## src/rtl/dff_usr_bank.sv

```systemverilog
// WIDTH-bit register bank with clock enable, synchronous reset to RST_VAL and a
// mode select for hold, shift, rotate, parallel load, clear and invert.
module dff_usr_bank #(
  parameter int unsigned           WIDTH   = 8,
  parameter logic [WIDTH-1:0]      RST_VAL = '0
) (
  input  logic             clk,
  input  logic             rst,
  input  logic             en,
  input  logic [2:0]       mode,
  input  logic [WIDTH-1:0] data,
  input  logic             sin_r,
  input  logic             sin_l,
  output logic [WIDTH-1:0] Q,
  output logic [WIDTH-1:0] QB,
  output logic             sout_r,
  output logic             sout_l,
  output logic             zero
);

  localparam logic [2:0] MODE_HOLD = 3'b000;
  localparam logic [2:0] MODE_SHR  = 3'b001;
  localparam logic [2:0] MODE_SHL  = 3'b010;
  localparam logic [2:0] MODE_ROR  = 3'b011;
  localparam logic [2:0] MODE_ROL  = 3'b100;
  localparam logic [2:0] MODE_LOAD = 3'b101;
  localparam logic [2:0] MODE_CLR  = 3'b110;
  localparam logic [2:0] MODE_INV  = 3'b111;

  logic [WIDTH-1:0] q_q;
  logic [WIDTH-1:0] q_d;

  // Next-state selection; en=0 or hold mode keeps the current contents.
  always_comb begin
    q_d = q_q;
    if (en) begin
      case (mode)
        MODE_HOLD: q_d = q_q;
        MODE_SHR:  q_d = {sin_r, q_q[WIDTH-1:1]};
        MODE_SHL:  q_d = {q_q[WIDTH-2:0], sin_l};
        MODE_ROR:  q_d = {q_q[0], q_q[WIDTH-1:1]};
        MODE_ROL:  q_d = {q_q[WIDTH-2:0], q_q[WIDTH-1]};
        MODE_LOAD: q_d = data;
        MODE_CLR:  q_d = '0;
        MODE_INV:  q_d = ~q_q;
        default:   q_d = q_q;
      endcase
    end
  end

  // Reset wins over enable and mode, discarding any operation that cycle.
  always_ff @(posedge clk) begin
    if (rst) begin
      q_q <= RST_VAL;
    end else begin
      q_q <= q_d;
    end
  end

  // Status outputs are pure decodes of the stored value.
  assign Q      = q_q;
  assign QB     = ~q_q;
  assign sout_r = q_q[0];
  assign sout_l = q_q[WIDTH-1];
  assign zero   = (q_q == '0);

endmodule

```

## config.mk

```make
export PLATFORM = sky130hd
export DESIGN_NAME = dff_usr_bank
export DESIGN_NICKNAME = d
export VERILOG_FILES = /design/src/rtl/dff_usr_bank.sv
export SDC_FILE = /design/constraint.sdc
export NUM_CORES = 1
export LEC_CHECK = 0
export CAP_MARGIN = 0
export CORE_UTILIZATION = 37
export CTS_CLUSTER_DIAMETER = 120
export DETAILED_ROUTE_END_ITERATION = 12
export GPL_TIMING_DRIVEN = 0
export PLACE_DENSITY = 0.77
export RECOVER_POWER = 50
export SETUP_SLACK_MARGIN = 0.02
export SYNTH_ARGS = -nofsm -noshare
export SYNTH_HDL_FRONTEND = slang
export SYNTH_SLANG_ARGS = --single-unit
```

## constraint.sdc

```tcl
create_clock -name clk -period 1.3 [get_ports clk]
set_input_delay 0.26 -clock clk [delete_from_list [all_inputs] [get_ports clk]]
set_output_delay 0.26 -clock clk [all_outputs]
set_load 0.005 [all_outputs]
```

==> run_results.csv, run 1 <==
group,metric,value,unit
logic_synthesis,synthTopCellsByArea,"dfxtp_1 (25%), nor2_1 (8.3%), a311oi_1 (8.3%)",
sta,finalHoldViolCount,0,
logic_synthesis,yosysSeqAreaShare,25.1,%
logic_synthesis,synth_area,637,µm²
die,pin_count,35,
critical_path,cp.depth,6,
job,max_cap_violations,0,
sta,fmax,773,MHz
global_routing,antenna_found_initial,0,
clock_network,insertion_delay,250,ps
clock_network,cts_made_buffers,3,
critical_path,startpoint_type,"primary input",
sta,fin_worst_skew,1.28,ps
critical_path,reg2reg_setup_slack,130,ps
global_routing,grt_use_met3,6.67,%
sta,slew_headroom,73.9,%
global_routing,grt_pass1_wl,3330,µm
critical_path,max_stage_delay,330,ps
global_routing,met2_usage,44.2,%
final_layout,n_antenna_cell,0,
die,core,1560,µm²
pwr,total_power,0.818,mW
critical_path,cp-endpoint,"Q[6]$_SDFFE_PP0P_",
logic_synthesis,yosysTopAreaCellShare,25.1,%
global_routing,busiest_layer,"met2",
global_routing,grt_pass1_vias,735,
global_routing,grt.met1_usage,26.7,%
clock_network,cts_tree,"done",
global_routing,grtUsageTotal,23.7,%
route,vias,844,
critical_path,critPathCaptureType,"register",
final_layout,multiInputGateArea,412,µm²
route,antenna_left,0,
placement,port_buffers,32,
critical_path,worstPathRequired,1420,ps
logic_synthesis,synthCells,82,
route,avgRoutedWirePerCell,14.7,µm
logic_synthesis,synth-seq-cells,8,
route,drtPass1Iterations,9,
critical_path,crit_buf_inv,3,
critical_path,cp_cell_sequence,"dlygate4sd2_1 > buf_6 > nor3b_4 > buf_6 > a221oi_1 > a311oi_1",
sta,rsz0062_at_grt,"yes",
critical_path,cp_top_family,"buffers and inverters",
logic_synthesis,synth_edf_count,0,
critical_path,path_max_fanout,5,
final_layout,seq_area,179,µm²
final_layout,final_layout_size_suffix_gt1_share,34.1,%
sta,whs,364,ps
pwr,p_per_area,732,nW/µm²
sta,worst_slew_pin_slew,392,ps
pwr,p_leak,0.484,nW
sta,setup_viol,0,
sta,slew_violations,0,
clock_network,htreeDepth,1,
final_layout,area_growth,75.4,%
die,die_x,43.5,µm
route,drtIter0Drc,36,
logic_synthesis,synth.net_count,98,
critical_path,startpoint,"mode[2]",
critical_path,reg2reg_depth,4,
clock_network,cts_sinks,8,
sta,fin_crit,1290,ps
run_status,violations,"design-rule violations",
critical_path,crit_slowest_cell,"a221oi_1",
logic_synthesis,synthFlopType,"dfxtp_1",
route,routed_wl,2140,µm
final_layout,layout.nets,147,
die,die_y,43.5,µm
critical_path,critPathKind,"in -> reg",
die,start_util,40.9,%
route,drc,6,
route,vias_per_cell,5.82,
global_routing,overflow,0,
die,die-area,1890,µm²
die,rows,14,
clock_network,cts_buffer_depth,2,
final_layout,final_core_util,71.7,%
run_status,status,"finished, violations left",
clock_network,ctsHoldBuffers,0,
placement,gp_congestion,0.802,
logic_synthesis,syn_avg_cell_area,7.77,µm²
critical_path,r2r-start,"Q[0]$_SDFFE_PP0P_",
logic_synthesis,async_flop_share,0,%
pwr,peakVddDrop,0.000818,V
critical_path,cpMostUsedCell,"buf_6",
clock_network,clockRootBuffer,"clkbuf_4",
placement,dp_hpwl,1480,µm
worst_hold_path,hold_path_class,"in -> reg",
logic_synthesis,synth_common_cells,"nor2_1 (14), inv_1 (9), nand2_1 (9), dfxtp_1 (8), a311oi_1 (6)",
final_layout,fillerInstances,137,
logic_synthesis,synth.largest_area_cell,"dfxtp_1",
critical_path,r2r-end,"Q[0]$_SDFFE_PP0P_",
logic_synthesis,synth_cell_type_count,29,
critical_path,cp_data_arrival_time,1410,ps
logic_synthesis,synth_most_common_cell,"nor2_1",
sta,min_period_over_period,99.5,%
final_layout,largest_reg_flops,8,
global_routing,grt_max_degree,11,
clock_network,cts.clk_slew.worst_paths,50,ps
logic_synthesis,synth_warnings,0,
-- layer usage --
layer | vias to the layer above | part of all wire [%]
li1 | 396 | -
met3 | 6 | 7.2
met2 | 47 | 52
met5 | - | 0
met1 | 395 | 38
met4 | 0 | 2.0
-- cells by family (layout without fill, tap and decap cells) --
family	after synthesis	in the layout	share of synthesized area, %
AO/OA/AOI/OAI	24	24	30.8
XOR/XNOR	1	1	2.55
buffers and inverters	17	64	14.3
flip-flops	8	8	25.1
multiplexers	2	2	3.54
AND/OR/NAND/NOR	30	30	23.6
-- how the worst min path moves through the flow --
| stage | startpoint | to | slack (ps) | cells after the start |
|---|---|---|---|---|
| final | mode[0] | Q[2]$_SDFFE_PP0P_ | 360 | 3 |
| after global routing | mode[0] | Q[2]$_SDFFE_PP0P_ | 370 | 3 |
| after CTS | mode[0] | Q[2]$_SDFFE_PP0P_ | 340 | 3 |
| after detailed placement | Q[3]$_SDFFE_PP0P_ | Q[4]$_SDFFE_PP0P_ | 540 | 2 |
| after global placement | Q[3]$_SDFFE_PP0P_ | Q[4]$_SDFFE_PP0P_ | 530 | 2 |
| after floorplan | en | Q[2]$_SDFFE_PP0P_ | 370 | 1 |
-- worst register-to-register path, stage by stage, from the launching register on --
cell      delay [ps]
dfxtp_4          360
inv_2             40
mux2_1           290
a32oi_1          230
a311oi_2         120
-- final cells by class --
class | count | area share [%]
repair buffers | 44 | 34.4
plain buffers | 7 | 5.38
clock buffers | 3 | 2.02
flip-flops and latches | 8 | 16.0
inverters | 10 | 3.58
well taps | 16 | 1.79
multi-input cells | 57 | 36.8
-- report_power, final --
group / leakage (nW) / switching [mW] / internal [mW] / total [mW]
clock network: 0.0138 / 0.0830 / 0.106 / 0.189
logic: 0.401 / 0.158 / 0.187 / 0.345
registers: 0.0694 / 0.0205 / 0.264 / 0.284
total: 0.484 / 0.261 / 0.556 / 0.818
-- placed cells by master, fill, tap and decap left out, types with 3 or more instances in the layout --
cell type,Yosys,layout
a21oi_1,3,3
a221oi_2,0,3
a311oi_1,6,6
buf_4,3,15
buf_6,2,4
clkbuf_4,0,3
clkdlybuf4s50_1,0,10
dfxtp_1,8,3
dfxtp_4,0,5
dlygate4sd2_1,0,19
inv_1,9,5
inv_2,1,4
nand2_1,9,9
nor2_1,14,14
-- metrics by stage --
stage	setup WS, ps	cells	TNS, ps	instance area (µm²)
floorplan	86.6	82	0	637
global placement	-533	130	-3720	977
detailed placement	-549	130	-3950	977
CTS	-94.6	139	-94.6	1070
global route	-48.3	145	-54.4	1120
finish	6.51	145	0	1120
-- what timing repair did --
item | 4_1_cts | 5_1_grt
endpoints found under the setup margin | 27 | 4
buffers inserted | 6 | 6
pin swaps | 5 | 4
resized for setup | 47 | 7
gates cloned | 0 | 0
(Power assumes the default switching activity.)
==> inputs of run 2 (changes only) <==
Settings changed: CTS_CLUSTER_DIAMETER 120 to unset, REMOVE_ABC_BUFFERS set to 1.
==> run_results.csv, run 2 (synthesis gave the netlist of run 1 again) <==
group,metric,value,unit
pwr,peakVddDrop,0.000536,V
critical_path,critPathCaptureType,"output pin",
critical_path,path_max_fanout,3,
run_status,violations,"design-rule violations",
sta,fin_crit,1260,ps
route,drc,7,
critical_path,r2r-start,"Q[0]$_SDFFE_PP0P_",
clock_network,clockRootBuffer,"clkbuf_4",
route,avgRoutedWirePerCell,15.4,µm
route,vias,798,
worst_hold_path,holdCritStartpoint,"en",
sta,fmax,791,MHz
die,die-area,1890,µm²
critical_path,cp_data_arrival_time,1000,ps
route,routed_wl,2110,µm
die,die_y,43.5,µm
route,antenna_left,0,
placement,port_buffers,34,
critical_path,startpoint_type,"register",
run_status,status,"finished, violations left",
die,start_util,40.9,%
global_routing,antenna_found_initial,0,
critical_path,critPathKind,"reg -> out",
clock_network,htreeDepth,1,
sta,finalHoldViolCount,0,
critical_path,worstPathRequired,1040,ps
die,die_x,43.5,µm
clock_network,cts_made_buffers,3,
worst_hold_path,hold_end,"Q[2]$_SDFFE_PP0P_",
pwr,p_leak,0.446,nW
clock_network,cts.clk_slew.worst_paths,60,ps
die,rows,14,
sta,min_period_over_period,97.2,%
die,core,1560,µm²
placement,gp_congestion,0.839,
pwr,p_per_area,770,nW/µm²
clock_network,cts_sinks,8,
sta,worst_slew_pin_slew,394,ps
route,drtPass1Iterations,8,
die,pin_count,35,
final_layout,largest_reg_flops,8,
job,max_cap_violations,0,
final_layout,mostFrequentLayoutCell,"dlygate4sd2_1",
worst_hold_path,hold_path_class,"in -> reg",
global_routing,grt_pass1_wl,3350,µm
final_layout,area_growth,63.9,%
clock_network,insertion_delay,260,ps
critical_path,r2r-end,"Q[0]$_SDFFE_PP0P_",
clock_network,cts_buffer_depth,2,
critical_path,reg2reg_setup_slack,110,ps
sta,setup_viol,0,
clock_network,cts_tree,"done",
worst_hold_path,min_path_cells,2,
final_layout,final_cell_mix,"dlygate4sd2_1 (18), nor2_1 (14), clkdlybuf4s50_1 (11)",
sta,rsz0062_at_grt,"yes",
sta,slew_headroom,73.7,%
final_layout,final_layout_size_suffix_gt1_share,31.4,%
global_routing,overflow,0,
placement,dp_hpwl,1360,µm
sta,slew_violations,0,
global_routing,grt_pass1_vias,716,
route,vias_per_cell,5.82,
final_layout,layout.nets,139,
placement,preCtsSetupSlack,-796,ps
route,drtIter0Drc,36,
sta,whs,382,ps
final_layout,n_antenna_cell,0,
sta,setup_ws,36.4,ps
global_routing,grtUsageTotal,24.1,%
global_routing,grt_max_degree,14,
critical_path,reg2reg_depth,4,
sta,fin_worst_skew,1.11,ps
run 2: worst max-delay path by stage:
stage,to,start,depth (start not counted),slack [ps]
floorplan,Q[0]$_SDFFE_PP0P_,Q[0]$_SDFFE_PP0P_,4,60
global placement,Q[7]$_SDFFE_PP0P_,mode[1],5,-790
detailed placement,Q[7]$_SDFFE_PP0P_,mode[1],5,-800
CTS,Q[7]$_SDFFE_PP0P_,mode[1],5,-30
global route,zero,Q[6]$_SDFFE_PP0P_,4,-40
finish,Q[6],Q[6]$_SDFFE_PP0P_,2,40
run 2: metal layers:
metal | GRT usage [%] | share of wire [%]
met5 | 0 | 0
met4 | 10.0 | 1.7
met3 | 7.50 | 6.6
met2 | 39.7 | 49
met1 | 29.2 | 42
run 2: where the power goes:
part / leakage, nW / switching (mW) / internal [mW]
registers: 0.0707 / 0.0235 / 0.263
logic: 0.362 / 0.147 / 0.163
clock network: 0.0138 / 0.101 / 0.107
total: 0.446 / 0.271 / 0.533
run 2: stage by stage:
step           utilization [%]  instance area (µm²)  std cells  TNS (ps)  power [mW]
2_1_floorplan                -                  583         75         0       0.410
3_3_place_gp              60.5                  943        125     -5450       0.587
3_5_place_dp              60.5                  943        125     -5540       0.592
4_1_cts                   65.4                 1020        133     -33.7       0.786
5_1_grt                   66.9                 1040        137     -39.4       0.854
6_report                  66.9                 1040        137         0       0.804
run 2: area by class of cell:
class                   count  area, µm²
repair buffers             42        363
flip-flops and latches      8        186
fillers                   131        515
clock buffers               3       22.5
well taps                  16       20.0
inverters                  10       42.5
multi-input cells          58        409
run 2: timing repair:
item | CTS | global route
gates resized for setup | 54 | 12
endpoints found under the hold margin | 0 | 0
hold buffers | 0 | 0
endpoints found under the setup margin | 27 | 9
setup buffers | 5 | 3
pin swaps | 2 | 2
cloned | 0 | 1
run 2: worst max-delay path: stages (launching register included):
cell and delay, ps:
dfxtp_4 350, buf_4 140, dlygate4sd2_1 260
==> inputs of run 3 (changes only) <==
Settings changed: CORE_MARGIN set to 3.
Clock period 1.3 ns to 1.2 ns, I/O delays scaled along.
==> run_results.csv, run 3 (synthesis gave the netlist of run 1 again) <==
group,metric,value,unit
critical_path,reg2reg_setup_slack,60,ps
critical_path,critPathKind,"reg -> out",
clock_network,cts_buffer_depth,2,
global_routing,grt_max_degree,14,
die,die-area,2250,µm²
final_layout,final_layout_size_suffix_gt1_share,38.7,%
die,pin_count,35,
pwr,peakVddDrop,0.000542,V
sta,slew_violations,0,
worst_hold_path,hold_path_class,"in -> reg",
route,drtIter0Drc,11,
clock_network,insertion_delay,260,ps
critical_path,worstPathRequired,960,ps
job,max_cap_violations,0,
die,start_util,40.9,%
worst_hold_path,hold_end,"Q[2]$_SDFFE_PP0P_",
sta,finalHoldViolCount,0,
global_routing,grt_pass1_vias,705,
die,rows,14,
final_layout,layout.nets,142,
final_layout,stdcell_area,1080,µm²
sta,setup_ws,-54.9,ps
global_routing,grtUsageTotal,20.5,%
clock_network,cts.clk_slew.worst_paths,60,ps
placement,port_buffers,34,
critical_path,startpoint_type,"register",
worst_hold_path,holdCritStartpoint,"mode[0]",
clock_network,clockRootBuffer,"clkbuf_4",
critical_path,r2r-start,"Q[7]$_SDFFE_PP0P_",
run_status,status,"finished, violations left",
final_layout,area_growth,70.1,%
sta,fin_crit,1250,ps
final_layout,n_antenna_cell,0,
clock_network,cts_sinks,8,
pwr,p_leak,0.456,nW
critical_path,reg2reg_depth,6,
route,routed_wl,2140,µm
critical_path,cp_data_arrival_time,1010,ps
placement,preCtsSetupSlack,-872,ps
worst_hold_path,min_path_cells,3,
die,die_x,47.5,µm
route,drtPass1Iterations,4,
die,core,1560,µm²
clock_network,htreeDepth,1,
critical_path,r2r-end,"Q[0]$_SDFFE_PP0P_",
route,antenna_left,0,
placement,dp_hpwl,1420,µm
clock_network,cts_made_buffers,3,
critical_path,path_max_fanout,3,
run_status,violations,"negative setup slack",
route,drc,0,
placement,placed_cell_area,943,µm²
route,vias,777,
sta,fmax,797,MHz
route,avgRoutedWirePerCell,15.3,µm
sta,min_period_over_period,105,%
sta,fin_worst_skew,6.39,ps
die,die_y,47.5,µm
critical_path,critPathCaptureType,"output pin",
clock_network,ctsHoldBuffers,0,
sta,setup_viol,1,
clock_network,cts_tree,"done",
critical_path,startpoint,"Q[2]$_SDFFE_PP0P_",
final_layout,largest_reg_flops,8,
global_routing,antenna_found_initial,0,
final_layout,final_cell_mix,"nor2_1 (13), dlygate4sd2_1 (13), clkdlybuf4s50_1 (11), buf_4 (11), nand2_1 (9)",
placement,gp_congestion,0.776,
sta,rsz0062_at_grt,"yes",
sta,slew_headroom,74.3,%
pwr,p_per_area,818,nW/µm²
global_routing,grt_pass1_wl,3220,µm
route,vias_per_cell,5.55,
sta,worst_slew_pin_slew,383,ps
global_routing,overflow,0,
run 3: timing repair:
action | CTS | global route
pin swaps | 4 | 8
resized for setup | 62 | 18
buffers inserted | 6 | 6
endpoints found under the setup margin | 27 | 15
run 3: metal layers:
metal  wire length [µm]  part of all wire [%]  global-route usage [%]
met1                870                    41                    25.1
met2               1080                    51                    34.8
met4                  0                     0                    3.31
met3                179                   8.4                    7.52
met5                  0                     0                       0
run 3: power breakdown:
part / internal (mW) / switching, mW / total (mW)
clock: 0.115 / 0.102 / 0.217
combinational: 0.196 / 0.165 / 0.361
sequential: 0.286 / 0.0225 / 0.308
total: 0.597 / 0.290 / 0.886
run 3: critical path, stage by stage (launching register included):
cell	delay, ps
dfxtp_4	350
inv_2	60
nand4_1	120
nor2_1	120
buf_2	110
run 3: layout make-up:
class,count,area (µm²)
flip-flops and latches,8,184
repair buffers,46,400
well taps,16,20.0
inverters,10,40.0
multi-input cells,57,417
clock buffers,3,22.5
fillers,132,475
run 3: how the worst max path moves through the flow:
stage / cells past startpoint / slack, ps / end
floorplan: 4 / -40 / Q[0]$_SDFFE_PP0P_
global placement: 5 / -880 / Q[7]$_SDFFE_PP0P_
detailed placement: 5 / -870 / Q[7]$_SDFFE_PP0P_
CTS: 5 / -90 / zero
global route: 4 / -140 / zero
finish: 4 / -50 / zero
run 3: through the flow:
step | power, mW | utilization [%] | hold WS (ps) | instances | TNS, ps
final | 0.886 | 69.5 | 358 | 140 | -54.9
after global routing | 0.942 | 69.5 | 372 | 140 | -224
after CTS | 0.856 | 66.0 | 373 | 134 | -108
after detailed placement | 0.643 | 60.5 | 539 | 125 | -6260
after global placement | 0.637 | 60.5 | 529 | 125 | -6320
after floorplan | 0.444 | - | 308 | 75 | -36.3
==> RTL change, RTL diff (settings of run 2) <==
Reset style: asynchronous (`rst`), changed in one clocked block. Comments in the files are not updated.
--- a/src/rtl/dff_usr_bank.sv
+++ b/src/rtl/dff_usr_bank.sv
@@ -51,3 +51,3 @@
   // Reset wins over enable and mode, discarding any operation that cycle.
-  always_ff @(posedge clk) begin
+  always_ff @(posedge clk or posedge rst) begin
     if (rst) begin
Formal check against the unedited RTL: differs if rst is asserted again (counterexample within 4 cycles, from zero or initial values and one cycle with rst high); with rst held inactive, the same outputs for 10 cycles.
==> RTL change against run 2 <==
The flow finishes with violations (setup timing); synthesized area is 22% higher; synthesized cell count is 21% higher; combinational power up 80%; worst setup slack worse by 0.10 ns; sequential cell count stayed put; final area increased by 14%; sequential power up 15%; power up 35%; wire length up 19%; non-clock buffer count grew 5; largest power group unchanged.
==> RTL change: results (changes against run 2) <==
[clock_network]
cts_root_buf=clkbuf_4
cts_buffers=3  ; unchanged
clock_latency_ns=0.25
clkTransAtPathRegs_ns=0.06  ; about the same
clk_path_buf_depth=2  ; unchanged
htreeDepth=1  ; unchanged

[placement]
place_inst=151  ; +21%
gp_congestion=0.803  ; -4.3%
place.port_buffers=34  ; unchanged
place.detailed.hpwl_um=1490  ; +9.4%

[logic_synthesis]
synth_common_cells=nor2b_1, inv_1, dfrtp_1, nor2_1, o21ai_0
async_flop_share_pct=100  ; +100 points
synth.distinct_cells=30  ; +3.4%
ys_warn_count=0  ; unchanged
synth_seq_area_share_pct=25.7  ; +0.53 points
syn_inst=99  ; +21%
synthFlopType=dfrtp_1
synth_area_leaders=dfrtp_1, nor2b_1, nand3b_1

[power]
power_leakage_nw=0.519  ; +16%
ir_drop_uv=436  ; -19%

[grt]
grt_first_pass_wirelength_um=3750  ; +12%
antenna_found_initial=0  ; unchanged
grt_max_degree=25  ; +11
grt_usage_pct=23.7  ; -0.43 points
first_global_vias=834  ; +16%

[timing]
setup_viol=1  ; +1
relSlewSlack_pct=70.4  ; -3.2 points
setup_ws_ns=-0.0648  ; -0.101 ns
skew_ns=0.000232  ; -0.000879 ns

[drt]
viasPerCell=5.33  ; -8.5%
drtIter0Drc=28  ; -22%
wl_um=2510  ; +19%
drt-pass1-iter-count=4  ; -4

[outcome]
status=finished, violations left
failed_checks=setup timing

[worst_setup_path]
crit_arrival_ns=1.10  ; +0.10 ns
path_max_fanout=3  ; unchanged
slowest_delay_ns=0.41  ; +0.06 ns
cpMaxStageDelayCell=dfrtp_1

[cells_and_area]
nFillCells=190  ; +45%
final_cells=167  ; +22%
diodes=0  ; unchanged
drive_gt1_share_pct=26.4  ; -5.0 points
nets=158  ; +14%

[min_path]
hold_path.class=in -> async

[die]
core_um2=1960  ; +26%

## RTL change: changes by cell type after synthesis, moves of 4 or more
cell / change
nor2b_1: +16
dfrtp_1: +8
dfxtp_1: -8
o21ai_0: +7
a311oi_1: -6
nand3b_1: +6
nor2_1: -6
a221oi_1: -5
nand2_1: -4
o31a_1: +4
## RTL change: through the flow
step | TNS, ns | util [%] | cell area, µm² | setup WS (ns) | total power, mW
finish | -0.0648 | 60.6 | 1190 | -0.0648 | 1.08
global route | -0.121 | 60.6 | 1190 | -0.121 | 1.17
CTS | -0.279 | 64.7 | 1270 | -0.136 | 1.13
detailed placement | -5.96 | 55.7 | 1090 | -0.769 | 0.813
global placement | -5.90 | 55.7 | 1090 | -0.766 | 0.802
floorplan | 0 | - | 718 | 0.227 | 0.519
## RTL change: logic make-up after synthesis
logic type / count (synthesis) / share of synthesized area [%]
compound gates: 26 / 25.0
xor+xnor: 1 / 2.09
buf+inv: 18 / 12.2
flops: 8 / 25.7
mux: 1 / 1.28
simple gates: 45 / 33.7
## RTL change: cell type report
class,instances,share of cell area [%]
well taps,27,2.84
inverters,9,2.84
clock buffers,3,1.89
flip-flops and latches,8,17.3
repair buffers,47,34.4
multi-input cells,73,40.7
## RTL change: path summary, 6_finish.rpt
kind                       endpoint  startpoint  slack (ns)  cells after the start
setup / recovery               zero        Q[0]       -0.06                      4
hold / removal                 Q[7]         rst        0.40                      2
setup reg to reg               Q[3]        Q[4]        0.09                      5
hold reg to reg                Q[0]        Q[0]        0.60                      2
max in group asynchronous      Q[1]         rst        0.64                      2
min in group clk               Q[7]     mode[0]        0.47                      3
## RTL change: repair_timing
action,CTS,global route
pin swaps,2,4
buffers inserted,19,0
resized for setup,71,22
endpoints found under the setup margin,27,16
gates cloned,0,0
## RTL change: critical path, delay by kind of cell (launching register included)
kind,cells,cell delay [ns]
flip-flops,1,0.41
buffers and inverters,2,0.20
AND/OR/NAND/NOR,2,0.24
## RTL change: metal layers
layer | global-route usage [%] | part of all wire, %
met4 | 10.0 | 0.76
met3 | 3.02 | 7.7
met2 | 40.8 | 50
met5 | 0 | 0
met1 | 29.5 | 41
## RTL change: where the power goes
group          switching (mW)  total, mW  internal, mW
logic                   0.248      0.558         0.310
clock network          0.0900      0.196         0.106
registers              0.0359      0.330         0.294
total                   0.374       1.08         0.710
